`src/rtl/reg_file_8x8.sv`:
```
// Eight-entry register file feeding the ALU: two async read ports, one sync write port.
// Optional write-to-read forwarding is enabled by defining REG_FILE_BYPASS_EN.
module reg_file_8x8 #(
    parameter int WIDTH  = 8,
    parameter int DEPTH  = 8,
    parameter int ADDR_W = 3
) (
    input  logic              CLK,
    input  logic              RESET_N,
    input  logic [WIDTH-1:0]  IN,
    input  logic [ADDR_W-1:0] INADDRESS,
    input  logic              WRITE,
    input  logic [ADDR_W-1:0] OUT1ADDRESS,
    input  logic [ADDR_W-1:0] OUT2ADDRESS,
    output logic [WIDTH-1:0]  OUT1,
    output logic [WIDTH-1:0]  OUT2,
    output logic              WRITE_DONE
);

    logic [WIDTH-1:0] regs_q [DEPTH];
    logic [WIDTH-1:0] regs_d [DEPTH];
    logic             done_q;
    logic             done_d;

    always_comb begin
        regs_d = regs_q;
        done_d = WRITE;
        if (WRITE) begin
            regs_d[INADDRESS] = IN;
        end
    end

    always_ff @(posedge CLK) begin
        if (!RESET_N) begin
            regs_q <= '{default: '0};
            done_q <= 1'b0;
        end else begin
            regs_q <= regs_d;
            done_q <= done_d;
        end
    end

`ifdef REG_FILE_BYPASS_EN
    // A pending write is visible to same-cycle readers of the target index.
    logic fwd1;
    logic fwd2;

    assign fwd1 = RESET_N && WRITE && (OUT1ADDRESS == INADDRESS);
    assign fwd2 = RESET_N && WRITE && (OUT2ADDRESS == INADDRESS);
    assign OUT1 = fwd1 ? IN : regs_q[OUT1ADDRESS];
    assign OUT2 = fwd2 ? IN : regs_q[OUT2ADDRESS];
`else
    assign OUT1 = regs_q[OUT1ADDRESS];
    assign OUT2 = regs_q[OUT2ADDRESS];
`endif

    assign WRITE_DONE = done_q;

endmodule

```
`config.mk`:
```
export PLATFORM = sky130hd
export DESIGN_NAME = reg_file_8x8
export DESIGN_NICKNAME = d
export VERILOG_FILES = /design/src/rtl/reg_file_8x8.sv
export SDC_FILE = /design/constraint.sdc
export NUM_CORES = 1
export LEC_CHECK = 0
export CORE_MARGIN = 4
export CORE_UTILIZATION = 50
export DETAILED_ROUTE_END_ITERATION = 12
export PLACE_DENSITY = 0.72
export SLEW_MARGIN = 20
export SYNTH_ARGS = -nofsm -noshare
export SYNTH_HDL_FRONTEND = slang
export SYNTH_SLANG_ARGS = --single-unit
```
`constraint.sdc`:
```
create_clock -name CLK -period 1.75 [get_ports CLK]
set_clock_uncertainty 0.1 [all_clocks]
set_input_delay 0.175 -clock CLK [delete_from_list [all_inputs] [get_ports CLK]]
set_output_delay 0.175 -clock CLK [all_outputs]
set_load 0.01 [all_outputs]
```
==> impl_metrics.env <==
export IMPL_vias=2882
export IMPL_coreArea_mm2=0.00694
export IMPL_setup_viol=16
export IMPL_dp_hpwl_um=6600
export IMPL_drc=0
export IMPL_hp_start="regs_q[61]$_SDFFE_PN0P_"
export IMPL_end_kind="output pin"
export IMPL_cp_required_ns=1.47
export IMPL_area_delta_synth_final_pct=29.9
export IMPL_num_rows=30
export IMPL_die_x_um=93.7
export IMPL_syn_cell_area_mm2=0.00367
export IMPL_run_status="finished with violations"
export IMPL_postRouteAntennaNets=0
export IMPL_diodes=0
export IMPL_clock_sinks=65
export IMPL_pre_cts_slack_ns=-0.723
export IMPL_fmax_mhz=542
export IMPL_drtPass1Iterations=4
export IMPL_fin_crit_sh_pct=106
export IMPL_total_power_uw=3180
export IMPL_clk_latency_ns=0.34
export IMPL_min_period_ns=1.85
export IMPL_arrival_ns=1.57
export IMPL_cts_root_buf="clkbuf_8"
export IMPL_port_buffers=36
export IMPL_die_area_mm2=0.00877
export IMPL_fillCellCount=521
export IMPL_vdd_ir_drop_worst_mv=0.449
export IMPL_path_class="register to output pin"
export IMPL_setup_ws_ns=-0.0964
export IMPL_grt_antenna_before_repair=0
export IMPL_max_cap_viol_count=0
export IMPL_ys_top_cells_by_count="nand2_1, dfxtp_1, a21boi_0"
export IMPL_netlist_instances=332
export IMPL_postSynthAreaPerCell_um2=11.1
export IMPL_hp_class="register to register"
export IMPL_routed_via_density=5.64
export IMPL_r2r_end="regs_q[31]$_SDFFE_PN0P_"
export IMPL_design_area_mm2=0.00477
export IMPL_synth_nets=352
export IMPL_synth_top_cell_by_area="dfxtp_1"
export IMPL_synth_flop_cell="dfxtp_1"
export IMPL_wire_per_inst_um=19.3
export IMPL_synth_seq_cells=65
export IMPL_synth_top_area_share_pct=35.5
export IMPL_ys_warn_count=0
export IMPL_ios=37
export IMPL_violations="setup timing"
export IMPL_clockBufferDepth=2
export IMPL_power_density_mw_per_mm2=667
export IMPL_min_to="regs_q[61]$_SDFFE_PN0P_"
export IMPL_slew_headroom_pct=75.0
export IMPL_grt_pass1_wl_um=15800
export IMPL_startpoint_type="register"
export IMPL_drtIter0Drc=152
export IMPL_drive_gt1_share_pct=46.5
export IMPL_hold_depth=2
export IMPL_hold_viol=0
export IMPL_slew_viol_final=0
export IMPL_r2r_start="regs_q[31]$_SDFFE_PN0P_"
export IMPL_h_tree_depth=3
export IMPL_r2r_cells=3
export IMPL_synth_edf_count=0
export IMPL_cts_tree="yes"
export IMPL_leakagePower_uw=0.00178
export IMPL_rsz0062_at_grt="yes"
export IMPL_cts_buffers=9
export IMPL_grtUsageTotal_pct=24.0
export IMPL_start_util_pct=52.8
export IMPL_wl_um=9870
export IMPL_synth_area_leaders="dfxtp_1, mux4_1, nand2_1"
export IMPL_dpl_cell_area_mm2=0.00443
export IMPL_overflow=0
export IMPL_nets=432
export IMPL_yosysMostFrequentCell="nand2_1"
export IMPL_grt_pass1_vias=2963
export IMPL_grt_max_degree=66
export IMPL_place_congestion=0.810
export IMPL_clk_pin_slew_ns=0.07
export IMPL_async_flop_share_pct=0
export IMPL_synth_cell_types=24
export IMPL_fin_tns_setup_ns=-1.11
export IMPL_path_max_fanout=3
export IMPL_reg2reg_slack_ns=0.86
export IMPL_final_util_pct=68.6
export IMPL_tightest_slew_ns=0.370
export IMPL_ys_seq_area_share_pct=35.5
export IMPL_die_height_um=93.7
## flip-flops by register name, summed over array words and instances (netlist names)
name and flops:
WRITE_DONE 1, regs_q 64
## placed cells by master (no fill, tap or decap), types with 2 or more instances in the layout
| cell type | n |
|---|---|
| a21boi_0 | 37 |
| a21boi_1 | 3 |
| and4b_1 | 3 |
| buf_12 | 7 |
| buf_4 | 60 |
| buf_6 | 18 |
| clkbuf_8 | 11 |
| clkdlybuf4s15_2 | 3 |
| clkdlybuf4s50_1 | 16 |
| clkinv_2 | 2 |
| dfxtp_1 | 27 |
| dfxtp_2 | 38 |
| mux2_4 | 15 |
| mux2i_1 | 24 |
| mux4_2 | 32 |
| nand2_1 | 80 |
| nand4b_1 | 3 |
| nor2b_1 | 24 |
| nor4bb_2 | 2 |
## routing by layer
layer | global-route usage, % | vias to the layer above | share of wire (%)
li1 | - | 1334 | -
met3 | 6.57 | 21 | 6.9
met2 | 39.8 | 111 | 50
met1 | 29.9 | 1416 | 41
met5 | 0 | - | 0
met4 | 8.90 | 0 | 2.6
## layout make-up
class,count,area (um^2),share of cell area (%)
Multi-Input combinational cell,230,2100,44.2
Sequential cell,65,1350,28.3
Timing Repair Buffer,106,1020,21.5
Clock buffer,11,151,3.18
Tap cell,96,120,2.52
Clock inverter,3,17.5,0.368
## per-stage QoR
stage	cells	hold WS, ns
after floorplan	332	0.339
after global placement	484	0.352
after detailed placement	484	0.365
after CTS	510	0.375
after global routing	511	0.390
final	511	0.365
## logic make-up (layout without fill, tap and decap cells)
kind of cell	count (synthesis)	count (layout)	synth area share, %
AND/OR/NAND/NOR	118	118	16.2
AO/OA/AOI/OAI	40	40	8.18
buffers and inverters	37	120	6.21
flip-flops	65	65	35.5
multiplexers	72	72	34.0
## worst max-delay path by stage
stage / start / end / slack (ns) / depth (start not counted)
after floorplan: OUT1ADDRESS[0] / OUT1[6] / 0.29 / 4
after global placement: OUT1ADDRESS[0] / OUT1[1] / -0.70 / 5
after detailed placement: OUT1ADDRESS[0] / OUT1[0] / -0.72 / 5
after CTS: regs_q[18]$_SDFFE_PN0P_ / OUT1[2] / -0.11 / 3
after global routing: regs_q[18]$_SDFFE_PN0P_ / OUT1[2] / -0.14 / 3
final: regs_q[18]$_SDFFE_PN0P_ / OUT1[2] / -0.1 / 3
## report_power, final
group | leakage, uW | internal, uW | switching (uW)
registers | 0.000545 | 1510 | 24.9
clock network | 0.0000871 | 570 | 574
logic | 0.00114 | 284 | 212
total | 0.00178 | 2370 | 811
## worst max-delay path, stage by stage, from the launching register on
cell	delay [ns]
dfxtp_2	0.33
mux4_2	0.48
mux2_4	0.30
buf_6	0.12
## what timing repair did
item / 4_1_cts / 5_1_grt
endpoints found under the setup margin: 16 / 16
resized for setup: 154 / 12
gates cloned: 1 / 0
setup buffers: 11 / 1
hold buffers: 0 / 0
hold endpoints to repair: 0 / 0
Power figures use the tool's default switching activity.
